===== config.mk =====
export PLATFORM = sky130hd
export DESIGN_NAME = riscv_dp_lsu_ctrl_flat
export DESIGN_NICKNAME = d
export VERILOG_FILES = /design/src/rtl/riscv_dp_lsu_ctrl_if.sv /design/src/rtl/riscv_dp_lsu_ctrl.sv /design/src/flat_wrapper.sv
export SDC_FILE = /design/constraint.sdc
export NUM_CORES = 1
export LEC_CHECK = 0
export BUFFER_PORTS_ARGS = -buffer_cell sky130_fd_sc_hd__clkbuf_2
export CAP_MARGIN = 20
export CORE_ASPECT_RATIO = 0.6
export CORE_UTILIZATION = 50
export DETAILED_ROUTE_END_ITERATION = 8
export PLACE_DENSITY_LB_ADDON = 0.12
export SLEW_MARGIN = 20
export SYNTH_ARGS = -nofsm -noshare
export SYNTH_HDL_FRONTEND = slang
export SYNTH_SLANG_ARGS = --single-unit

===== constraint.sdc =====
create_clock -name iclk -period 4.85 [get_ports iclk]
set_input_delay 0.485 -clock iclk [delete_from_list [all_inputs] [get_ports iclk]]
set_output_delay 0.485 -clock iclk [all_outputs]
set_load 0.1 [all_outputs]

===== src/rtl/riscv_dp_lsu_ctrl_if.sv =====
// Execute-stage request and data-memory port signals of the LSU controller.
// slave = the controller, master = the pipeline/memory side driving it.
interface riscv_dp_lsu_ctrl_if #(
  parameter int MP_DATA_WIDTH = 32,
  parameter int MP_ADDR_WIDTH = 32
);
  logic                     ireq_valid;
  logic                     oreq_ready;
  logic                     ireq_we;
  logic [2:0]               ifunct3;
  logic [MP_ADDR_WIDTH-1:0] iaddr;
  logic [MP_DATA_WIDTH-1:0] iwdata;
  logic                     odone;
  logic [MP_DATA_WIDTH-1:0] ordata;
  logic                     oerr;
  logic                     omem_req;
  logic                     imem_gnt;
  logic                     omem_we;
  logic [MP_ADDR_WIDTH-1:0] omem_addr;
  logic [3:0]               omem_be;
  logic [MP_DATA_WIDTH-1:0] omem_wdata;
  logic                     imem_rvalid;
  logic [MP_DATA_WIDTH-1:0] imem_rdata;

  modport slave (
    input  ireq_valid, ireq_we, ifunct3, iaddr, iwdata, imem_gnt, imem_rvalid, imem_rdata,
    output oreq_ready, odone, ordata, oerr, omem_req, omem_we, omem_addr, omem_be, omem_wdata
  );

  modport master (
    output ireq_valid, ireq_we, ifunct3, iaddr, iwdata, imem_gnt, imem_rvalid, imem_rdata,
    input  oreq_ready, odone, ordata, oerr, omem_req, omem_we, omem_addr, omem_be, omem_wdata
  );
endinterface


===== src/rtl/riscv_dp_lsu_ctrl.sv =====
// Load/store controller: one access at a time onto a req/gnt/rvalid memory port,
// splitting word-crossing accesses into two word beats.
//   state  | meaning
//   IDLE   | ready for a new access
//   REQ0   | first (or only) beat requested, waiting for grant
//   WAIT0  | first read beat granted, waiting for rvalid
//   REQ1   | second beat of a split access requested
//   WAIT1  | second read beat granted, waiting for rvalid
//   DONE   | completion pulse, result/err valid
module riscv_dp_lsu_ctrl #(
  parameter int MP_DATA_WIDTH = 32,
  parameter int MP_ADDR_WIDTH = 32
) (
  input logic                  iclk,
  input logic                  irstn,
  riscv_dp_lsu_ctrl_if.slave   lsu
);
  localparam int DW = MP_DATA_WIDTH;
  localparam int AW = MP_ADDR_WIDTH;

  typedef enum logic [2:0] {S_IDLE, S_REQ0, S_WAIT0, S_REQ1, S_WAIT1, S_DONE} state_t;

  state_t          r_state;
  logic            r_we;
  logic [2:0]      r_funct3;
  logic [AW-1:0]   r_addr;
  logic [DW-1:0]   r_wdata;
  logic [DW-1:0]   r_lo;

  logic            w_we;
  logic [2:0]      w_f3;
  logic [AW-1:0]   w_addr;
  logic [DW-1:0]   w_wdata;
  logic [AW-1:0]   w_base;
  logic [AW-1:0]   w_base1;
  logic [1:0]      w_off;
  logic [2:0]      w_size;
  logic [7:0]      w_mask_raw;
  logic [7:0]      w_mask;
  logic            w_split;
  logic            w_legal;
  logic [63:0]     w_data64;
  logic [DW-1:0]   w_lo;
  logic [DW-1:0]   w_hi;
  logic [63:0]     w_merged;
  logic [DW-1:0]   w_ext;

  // In IDLE the beat fields are derived from the incoming request so they can be
  // registered on the accepting edge; afterwards from the latched copy.
  always_comb begin
    w_we    = r_we;
    w_f3    = r_funct3;
    w_addr  = r_addr;
    w_wdata = r_wdata;
    if (r_state == S_IDLE) begin
      w_we    = lsu.ireq_we;
      w_f3    = lsu.ifunct3;
      w_addr  = lsu.iaddr;
      w_wdata = lsu.iwdata;
    end
    w_off   = w_addr[1:0];
    w_base  = {w_addr[AW-1:2], 2'b00};
    w_base1 = w_base + AW'(4);
    case (w_f3[1:0])
      2'b00:   begin w_size = 3'd1; w_mask_raw = 8'h01; end
      2'b01:   begin w_size = 3'd2; w_mask_raw = 8'h03; end
      default: begin w_size = 3'd4; w_mask_raw = 8'h0F; end
    endcase
    w_mask   = w_mask_raw << w_off;
    w_split  = ({1'b0, w_off} + w_size) > 3'd4;
    w_data64 = {{(64-DW){1'b0}}, w_wdata} << {w_off, 3'b000};
    if (w_we) w_legal = w_f3 inside {3'b000, 3'b001, 3'b010};
    else      w_legal = w_f3 inside {3'b000, 3'b001, 3'b010, 3'b100, 3'b101};

    w_lo = r_lo;
    w_hi = '0;
    if (r_state == S_WAIT0) w_lo = lsu.imem_rdata;
    else                    w_hi = lsu.imem_rdata;
    w_merged = {w_hi, w_lo} >> {r_addr[1:0], 3'b000};
    case (r_funct3)
      3'b000:  w_ext = {{(DW-8){w_merged[7]}}, w_merged[7:0]};
      3'b001:  w_ext = {{(DW-16){w_merged[15]}}, w_merged[15:0]};
      3'b010:  w_ext = w_merged[DW-1:0];
      3'b100:  w_ext = {{(DW-8){1'b0}}, w_merged[7:0]};
      3'b101:  w_ext = {{(DW-16){1'b0}}, w_merged[15:0]};
      default: w_ext = '0;
    endcase
  end

  always_ff @(posedge iclk or negedge irstn) begin
    if (!irstn) begin
      r_state        <= S_IDLE;
      r_we           <= 1'b0;
      r_funct3       <= '0;
      r_addr         <= '0;
      r_wdata        <= '0;
      r_lo           <= '0;
      lsu.oreq_ready <= 1'b1;
      lsu.odone      <= 1'b0;
      lsu.oerr       <= 1'b0;
      lsu.ordata     <= '0;
      lsu.omem_req   <= 1'b0;
      lsu.omem_we    <= 1'b0;
      lsu.omem_addr  <= '0;
      lsu.omem_be    <= '0;
      lsu.omem_wdata <= '0;
    end else begin
      case (r_state)
        S_IDLE: begin
          if (lsu.ireq_valid) begin
            r_we           <= lsu.ireq_we;
            r_funct3       <= lsu.ifunct3;
            r_addr         <= lsu.iaddr;
            r_wdata        <= lsu.iwdata;
            lsu.oreq_ready <= 1'b0;
            if (w_legal) begin
              r_state        <= S_REQ0;
              lsu.omem_req   <= 1'b1;
              lsu.omem_we    <= w_we;
              lsu.omem_addr  <= w_base;
              lsu.omem_be    <= w_we ? w_mask[3:0] : 4'hF;
              lsu.omem_wdata <= w_we ? w_data64[31:0] : '0;
            end else begin
              r_state    <= S_DONE;
              lsu.odone  <= 1'b1;
              lsu.oerr   <= 1'b1;
              lsu.ordata <= '0;
            end
          end
        end
        S_REQ0, S_REQ1: begin
          if (lsu.imem_gnt) begin
            if (!r_we) begin
              lsu.omem_req <= 1'b0;
              r_state      <= (r_state == S_REQ0) ? S_WAIT0 : S_WAIT1;
            end else if (r_state == S_REQ0 && w_split) begin
              r_state        <= S_REQ1;
              lsu.omem_addr  <= w_base1;
              lsu.omem_be    <= w_mask[7:4];
              lsu.omem_wdata <= w_data64[63:32];
            end else begin
              lsu.omem_req <= 1'b0;
              r_state      <= S_DONE;
              lsu.odone    <= 1'b1;
            end
          end
        end
        S_WAIT0, S_WAIT1: begin
          if (lsu.imem_rvalid) begin
            if (r_state == S_WAIT0) r_lo <= lsu.imem_rdata;
            if (r_state == S_WAIT0 && w_split) begin
              r_state       <= S_REQ1;
              lsu.omem_req  <= 1'b1;
              lsu.omem_addr <= w_base1;
              lsu.omem_be   <= 4'hF;
            end else begin
              r_state    <= S_DONE;
              lsu.odone  <= 1'b1;
              lsu.ordata <= w_ext;
            end
          end
        end
        S_DONE: begin
          lsu.odone      <= 1'b0;
          lsu.oerr       <= 1'b0;
          lsu.oreq_ready <= 1'b1;
          r_state        <= S_IDLE;
        end
        default: r_state <= S_IDLE;
      endcase
    end
  end
endmodule

===== src/flat_wrapper.sv =====
// flat-port wrapper written by rule: the top's interface ports become plain ports
module riscv_dp_lsu_ctrl_flat 
#(
  parameter int MP_DATA_WIDTH = 32,
  parameter int MP_ADDR_WIDTH = 32
)
  (iclk, irstn, lsu_ireq_valid, lsu_ireq_we, lsu_ifunct3, lsu_iaddr, lsu_iwdata, lsu_imem_gnt, lsu_imem_rvalid, lsu_imem_rdata, lsu_oreq_ready, lsu_odone, lsu_ordata, lsu_oerr, lsu_omem_req, lsu_omem_we, lsu_omem_addr, lsu_omem_be, lsu_omem_wdata);
  riscv_dp_lsu_ctrl_if #(.MP_DATA_WIDTH(MP_DATA_WIDTH), .MP_ADDR_WIDTH(MP_ADDR_WIDTH)) lsu_i ();
  input logic iclk;
  input logic irstn;
  input wire logic [$bits(lsu_i.ireq_valid)-1:0] lsu_ireq_valid;
  input wire logic [$bits(lsu_i.ireq_we)-1:0] lsu_ireq_we;
  input wire logic [$bits(lsu_i.ifunct3)-1:0] lsu_ifunct3;
  input wire logic [$bits(lsu_i.iaddr)-1:0] lsu_iaddr;
  input wire logic [$bits(lsu_i.iwdata)-1:0] lsu_iwdata;
  input wire logic [$bits(lsu_i.imem_gnt)-1:0] lsu_imem_gnt;
  input wire logic [$bits(lsu_i.imem_rvalid)-1:0] lsu_imem_rvalid;
  input wire logic [$bits(lsu_i.imem_rdata)-1:0] lsu_imem_rdata;
  output wire logic [$bits(lsu_i.oreq_ready)-1:0] lsu_oreq_ready;
  output wire logic [$bits(lsu_i.odone)-1:0] lsu_odone;
  output wire logic [$bits(lsu_i.ordata)-1:0] lsu_ordata;
  output wire logic [$bits(lsu_i.oerr)-1:0] lsu_oerr;
  output wire logic [$bits(lsu_i.omem_req)-1:0] lsu_omem_req;
  output wire logic [$bits(lsu_i.omem_we)-1:0] lsu_omem_we;
  output wire logic [$bits(lsu_i.omem_addr)-1:0] lsu_omem_addr;
  output wire logic [$bits(lsu_i.omem_be)-1:0] lsu_omem_be;
  output wire logic [$bits(lsu_i.omem_wdata)-1:0] lsu_omem_wdata;
  assign lsu_i.ireq_valid = lsu_ireq_valid;
  assign lsu_i.ireq_we = lsu_ireq_we;
  assign lsu_i.ifunct3 = lsu_ifunct3;
  assign lsu_i.iaddr = lsu_iaddr;
  assign lsu_i.iwdata = lsu_iwdata;
  assign lsu_i.imem_gnt = lsu_imem_gnt;
  assign lsu_i.imem_rvalid = lsu_imem_rvalid;
  assign lsu_i.imem_rdata = lsu_imem_rdata;
  assign lsu_oreq_ready = lsu_i.oreq_ready;
  assign lsu_odone = lsu_i.odone;
  assign lsu_ordata = lsu_i.ordata;
  assign lsu_oerr = lsu_i.oerr;
  assign lsu_omem_req = lsu_i.omem_req;
  assign lsu_omem_we = lsu_i.omem_we;
  assign lsu_omem_addr = lsu_i.omem_addr;
  assign lsu_omem_be = lsu_i.omem_be;
  assign lsu_omem_wdata = lsu_i.omem_wdata;
  riscv_dp_lsu_ctrl #(.MP_DATA_WIDTH(MP_DATA_WIDTH), .MP_ADDR_WIDTH(MP_ADDR_WIDTH)) u_core (.iclk(iclk), .irstn(irstn), .lsu(lsu_i));
endmodule

# After elaboration in Yosys (flattened, before gate mapping)
# Cells that the tools add are included.
[totals] output_inout_bits=105 ff_bits=208 elab_cells=139 input_bits=105
[classes] add_sub_neg=2 order_cmp=1 shifts=3 n_eq_ne=25 mux=67 reduce_logical=26
[op_table] cell="32-bit two-way mux" count=21
[op_table] cell="32-bit case mux with 5 select lines" count=1
[op_table] cell="32-bit case mux with 2 select lines" count=2
[op_table] cell="32-bit case mux with 3 select lines" count=1
[op_table] cell="32-bit by 5-bit << shifter with 64-bit output" count=1
[op_table] cell="64-bit by 5-bit right shift with 32-bit output" count=1
[op_table] cell="32-bit by 3-bit adder with 32-bit output (second input constant)" count=1
[op_table] cell="4-bit two-way mux" count=8
[op_table] cell="3-bit two-way mux" count=9
[op_table] cell="3-bit equality test (second input constant)" count=6
[op_table] cell="1-bit two-way mux" count=17
[op_table] cell="8-bit AND reduction" count=2
[op_table] cell="3-bit by 2-bit equality test with 1-bit output (second input constant)" count=4
[op_table] cell="2-bit inequality test (second input constant)" count=6
[op_table] cell="4-bit case mux with 3 select lines" count=1
[op_table] cell="3-bit by 1-bit equality test with 1-bit output (second input constant)" count=3
[op_table] cell="3-bit zero test" count=3
[op_table] cell="3-bit case mux with 3 select lines" count=1
[op_table] cell="3-bit AND reduction" count=3
[op_table] cell="2-bit by 1-bit inequality test with 1-bit output (second input constant)" count=4
[op_table] cell="4-bit case mux with 2 select lines" count=1
[op_table] cell="4-bit by 2-bit << shifter with 8-bit output" count=1
[op_table] cell="7-bit AND reduction" count=1
[op_table] cell="3-bit case mux with 2 select lines" count=1
[op_table] cell="other kinds (17)" count=25

# Logic depth before layout (Yosys ltp)
[depth] word_depth=11 depth_mapped=16 depth_no_buf=13

# Worst setup path after synthesis
# Ideal clock, no wire load.
[synth_timing] path_kind="register to register" startpoint="reg u_core.r_state[0]" endpoint="reg u_core.lsu.omem_wdata[0]" arrival_time_ns=3.501 period_less_slack_ns=3.627 stages_incl_launch_ff=17 path_slack_ns=1.223 required_ns=4.724 setup_ns=0.126 path_buffers=3 cell_sequence="dfrtp_1 > buf_4 > nor3_2 > buf_6 > mux2i_1 > inv_1 > nor2_1 > ha_1 > inv_1 > fa_1 > and2_1 > o211ai_1 > a21oi_1 > o31ai_4 > nor2_4 > buf_6 > mux2_4"
[synth_via] elab_chain_cells=9 elab_cells_between_ends=37 classes_between="add/sub (1); order compare (1); eq/ne (12); shift (1); mux (13); reduce/logical (9)"
[synth_lines] element="from (decl)" line="riscv_dp_lsu_ctrl.sv:23" source="state_t r_state;"
[synth_lines] element="from (signal assigned)" line="riscv_dp_lsu_ctrl.sv:135" source="r_state <= (r_state == S_REQ0) ? S_WAIT0 : S_WAIT1;"
[synth_lines] element="3-bit zero test" line="riscv_dp_lsu_ctrl.sv:55, riscv_dp_lsu_ctrl.sv:108"
[synth_lines] element="3-bit two-way mux" line="riscv_dp_lsu_ctrl.sv:55" source="if (r_state == S_IDLE) begin"
[synth_lines] element="2-bit by 1-bit equality test with 1-bit output or 2-bit zero test (tied branches)" line="riscv_dp_lsu_ctrl.sv:64" source="case (w_f3[1:0])"
[synth_lines] element="3-bit case mux with 2 select lines" line="riscv_dp_lsu_ctrl.sv:64"
[synth_lines] element="2-bit by 3-bit adder with 3-bit output" line="riscv_dp_lsu_ctrl.sv:70" source="w_split = ({1'b0, w_off} + w_size) > 3'd4;"
[synth_lines] element="3-bit > comparator" line="riscv_dp_lsu_ctrl.sv:70"
[synth_lines] element="1-bit logical AND" line="riscv_dp_lsu_ctrl.sv:136" source="end else if (r_state == S_REQ0 && w_split) begin"
[synth_lines] element="2-bit by 1-bit inequality test with 1-bit output (no source line)"
[synth_lines] element="6-bit AND reduction (no source line)"
[synth_lines] element="to (signal assigned)" line="riscv_dp_lsu_ctrl.sv:122" source="lsu.omem_wdata <= w_we ? w_data64[31:0] : '0;"
[synth_lines] element="to (signal assigned)" line="riscv_dp_lsu_ctrl.sv:140" source="lsu.omem_wdata <= w_data64[63:32];"
[synth_lines] element="to (decl)" line="riscv_dp_lsu_ctrl_if.sv:27" source="output oreq_ready, odone, ordata, oerr, omem_req, omem_we, omem_addr, omem_be, omem_wdata"
# Several ways; a longest one is shown, not always the timed one. The select of a mux whose other input is x is not followed.
# A chain may end at the register's enable or synchronous reset.

# Worst setup path in the final report
[layout_timing] startpoint="reg u_core.r_state[0]" endpoint="reg u_core.lsu.omem_wdata[30]"
# The elaborated chain is that of the path after synthesis.

==> impl_metrics.csv <==
group,metric,value,unit
outcome,outcome,"finished, violations left",
outcome,violations,"negative hold slack",
global_route,grt_pass1_vias,9100,
floorplanning,row_count,43,
synth,yosys_warnings,0,
clocking,clock_sinks,206,
sta,whs,-44.2,ps
clocking,worst_setup_hold_path_clk_slew,70,ps
place,routabilityCongestion,0.904,
route,totalWireLength,35100,µm
final_layout,layout.cells.non_filler,1642,
floorplanning,die_w,204,µm
sta,fin_worst_skew,27.4,ps
place,post-dp-hpwl,25600,µm
route,post_drt_via_cell_ratio,6.03,
global_route,wire_length_of_the_first_global_routing_pass,53900,µm
global_route,grt_overflow_total,0,
critical_path,critical-path-max-stage-delay,520,ps
synth,postSynthAreaPerCell,10.6,µm²
critical_path,crit_path_cell_trace,"buf_4 > nor3_4 > mux2i_1 > inv_1 > nor2_1 > ha_1 > inv_1 > fa_1 > nand2b_1 > o211ai_1 > a21oi_1 > o31ai_4 > nor2_4 > buf_12 > mux2_2",
critical_path,standard_cell_with_the_maximum_stage_delay_on_the_critical_path,"sky130_fd_sc_hd__mux2i_1",
final_layout,num-nets-final,1422,
flow_run,maxCapViolCount,0,
sta,worst_slew_pin_slew,987,ps
critical_path,critical_path_peak_fanout,21,
final_layout,layout-area-overhead-vs-synth,15.8,%
clocking,holdBufCountCts,0,
synth,yosysUniqueCellTypes,76,
floorplanning,chipHeight,123,µm
clocking,post-cts-setup-buffer-count,0,
sta,timing.final.max_slew_violations,0,
synth,seq_area_frac_synth,42.2,%
sta,fin_crit_sh,84.0,%
route,drt_drc_violations_left,0,
synth,synth_async_sr_flop_share,100,%
synth,syn-cell-area,0.0122,mm²
floorplanning,design.portCount,210,
floorplanning,initial_utilization,51.9,%
clocking,postCtsResizedCells,0,
clocking,cts-htree-levels,1,
critical_path,worstPathArrival,4470,ps
sta,finalHoldViolCount,20,
place,placed_cells_incl_taps,1604,
route,num_vias,9908,
place,io_buffer_count,207,
sta,setup_repair_after_global_routing_missed_its_margin,"false",
final_layout,filler_cell_count,2033,
clocking,root_buffer,"sky130_fd_sc_hd__clkbuf_16",
critical_path,path_type_of_the_worst_setup_path,"flop to flop",
critical_path,delay_heaviest_family_cp,"simple AND/OR/NAND/NOR gates",
synth,yosys.area.top_type_share,42.0,%
clocking,worstSkewPairLatency,530,ps
floorplanning,die-area,0.0251,mm²
final_layout,area_of_the_multi_input_gates,0.00664,mm²
synth,synth_edf_count,0,
route,wl_per_cell,21.4,µm
critical_path,cp.required,5250,ps
route,firstDrtPassIters,5,
sta,final-setup-viol-count,0,
global_route,grt_max_degree,129,
sta,layout_min_cycle_time,4070,ps
clocking,cts_tree,"done",
synth,netlist_instances,1151,
critical_path,critPathCaptureType,"flop",
sta,slew_headroom,34.2,%
route,drt_iter0_markers,880,
synth,synthTopCellsByArea,"sky130_fd_sc_hd__dfrtp_1 42%, sky130_fd_sc_hd__mux2_2 11%, sky130_fd_sc_hd__mux2i_1 11%, sky130_fd_sc_hd__nand2_1 3.8%, sky130_fd_sc_hd__mux2_4 3.7%",
synth,post_synth_top_area_cell,"sky130_fd_sc_hd__dfrtp_1",
global_route,antenna_found_initial,4,
clocking,clock_path_buffers,3,
final_layout,layout-drive-gt1-share,33.0,%
critical_path,worst-path-buf-inv,4,
clocking,cts_made_buffers,22,
global_route,grtUsageTotal,28.1,%
min_path,worstHoldPathType,"input pin to asynchronous set/reset pin",
sta,timing.setup.tns,0,ps
final_layout,ff_latch_area,0.00516,mm²
critical_path,timing.critical_path.from_type,"flop",
synth,postSynth.topFlopCell,"sky130_fd_sc_hd__dfrtp_1",
route,final_antenna_net_count,0,
critical_path,critical_path.most_common_cell,"sky130_fd_sc_hd__inv_1",
synth,yosys_register_bits,206,
sta,timing.fmax,246,MHz
floorplanning,fp.coreArea,0.0236,mm²
path summary, 6_finish.rpt:
kind | start | end | slack [ps] | depth (start not counted)
max in group asynchronous | irstn | u_core.r_lo[3] | 3650 | 2
setup / recovery | u_core.r_state[0] | u_core.lsu.omem_wdata[30] | 780 | 15
hold reg to reg | u_core.lsu.omem_addr[6] | u_core.lsu.omem_addr[6] | 480 | 2
hold / removal | irstn | u_core.lsu.ordata[6] | -40 | 1
min in group iclk | lsu_iaddr[1] | u_core.r_addr[1] | 200 | 2
setup reg to reg | u_core.r_state[0] | u_core.lsu.omem_wdata[30] | 780 | 15
layout by cell type, fill, tap and decap left out, drive strengths merged, types with 4 or more instances in the layout:
master | netlist | final
o22ai | 10 | 10
a21oi | 36 | 36
nor3b | 6 | 6
clkbuf | 33 | 234
o221ai | 25 | 25
o31ai | 4 | 4
nand2 | 124 | 124
inv | 8 | 9
mux2 | 149 | 149
xnor2 | 16 | 16
a22o | 31 | 31
nor3 | 16 | 16
nand4 | 13 | 13
nor2 | 32 | 32
and3 | 7 | 7
a2bb2oi | 9 | 9
or2 | 5 | 5
a211oi | 20 | 20
dfrtp | 205 | 205
mux2i | 129 | 129
a31o | 10 | 10
xor2 | 9 | 9
a31oi | 12 | 12
nand2b | 6 | 6
and2 | 9 | 9
a221oi | 8 | 8
o21ai | 76 | 76
clkinv | 2 | 5
o211ai | 11 | 11
a21boi | 4 | 4
nor2b | 19 | 19
buf | 51 | 14
nand3 | 17 | 17
layer usage:
layer / routed length (µm) / track usage, % / vias up
met5: 26 / 0 / -
met4: 344 / 3.62 / 4
met3: 3570 / 9.12 / 33
met1: 17700 / 45.6 / 4886
li1: - / - / 4619
met2: 13400 / 35.8 / 366
metrics by stage:
step	util [%]	cell area, µm²	hold WS (ps)	setup slack (ps)
floorplan	-	12200	189	1220
global placement	56.9	13400	462	926
detailed placement	56.9	13400	470	803
CTS	60.0	14100	10.1	775
global route	60.1	14200	31.5	329
finish	60.1	14200	-44.2	778
sequential cells by signal, summed over array words and instances, names as in the netlist:
signal                 flops
u_core.lsu.oreq_ready      1
u_core.r_we                1
u_core.lsu.omem_be         4
u_core.lsu.oerr            1
u_core.r_state             3
u_core.r_addr             32
u_core.r_funct3            3
u_core.lsu.odone           1
u_core.r_wdata            32
u_core.lsu.omem_addr      30
u_core.lsu.omem_req        1
u_core.lsu.ordata         32
u_core.r_lo               32
u_core.lsu.omem_we         1
u_core.lsu.omem_wdata     32
logic make-up (layout without fill, tap and decap cells):
group,after synthesis,after routing,synth area share [%]
multiplexers,279,279,25.4
flip-flops,206,206,42.2
AO/OA/AOI/OAI,276,276,15.8
buffers and inverters,94,268,3.80
XOR/XNOR,25,25,1.79
other,1,3,0.0307
AND/OR/NAND/NOR,266,266,10.5
adder cells (fa/ha/maj),4,4,0.471
synth_stat cells (all sizes together) (3+ instances only):
| library cell | number |
|---|---|
| buf | 51 |
| a22o | 31 |
| o211ai | 11 |
| a211oi | 20 |
| inv | 8 |
| nand4 | 13 |
| or3 | 3 |
| o22ai | 10 |
| a21oi | 36 |
| o21ai | 76 |
| ha | 3 |
| clkbuf | 33 |
| nor2 | 32 |
| nand2 | 124 |
| mux2 | 149 |
| a2bb2oi | 9 |
| o31ai | 4 |
| nor3 | 16 |
| and3 | 7 |
| and2 | 9 |
| dfrtp | 205 |
| o221ai | 25 |
| mux2i | 129 |
| nand3 | 17 |
| a31oi | 12 |
| and4 | 3 |
| xor2 | 9 |
| a31o | 10 |
| xnor2 | 16 |
| or2 | 5 |
| a21boi | 4 |
| a221oi | 8 |
| nor2b | 19 |
| nor3b | 6 |
| nand2b | 6 |
cell type report:
class / instances / area share, %
clock inverters: 10 / 0.963
well taps: 315 / 2.78
multi-input cells: 852 / 46.9
clock buffers: 27 / 4.31
flip-flops and latches: 206 / 36.4
repair buffers: 221 / 8.32
inverters: 10 / 0.265
diodes: 1 / 0.0177
Power is left out: the tool's default activity adds up to more than one toggle a clock period on the data nets, which glitch-free logic cannot reach.
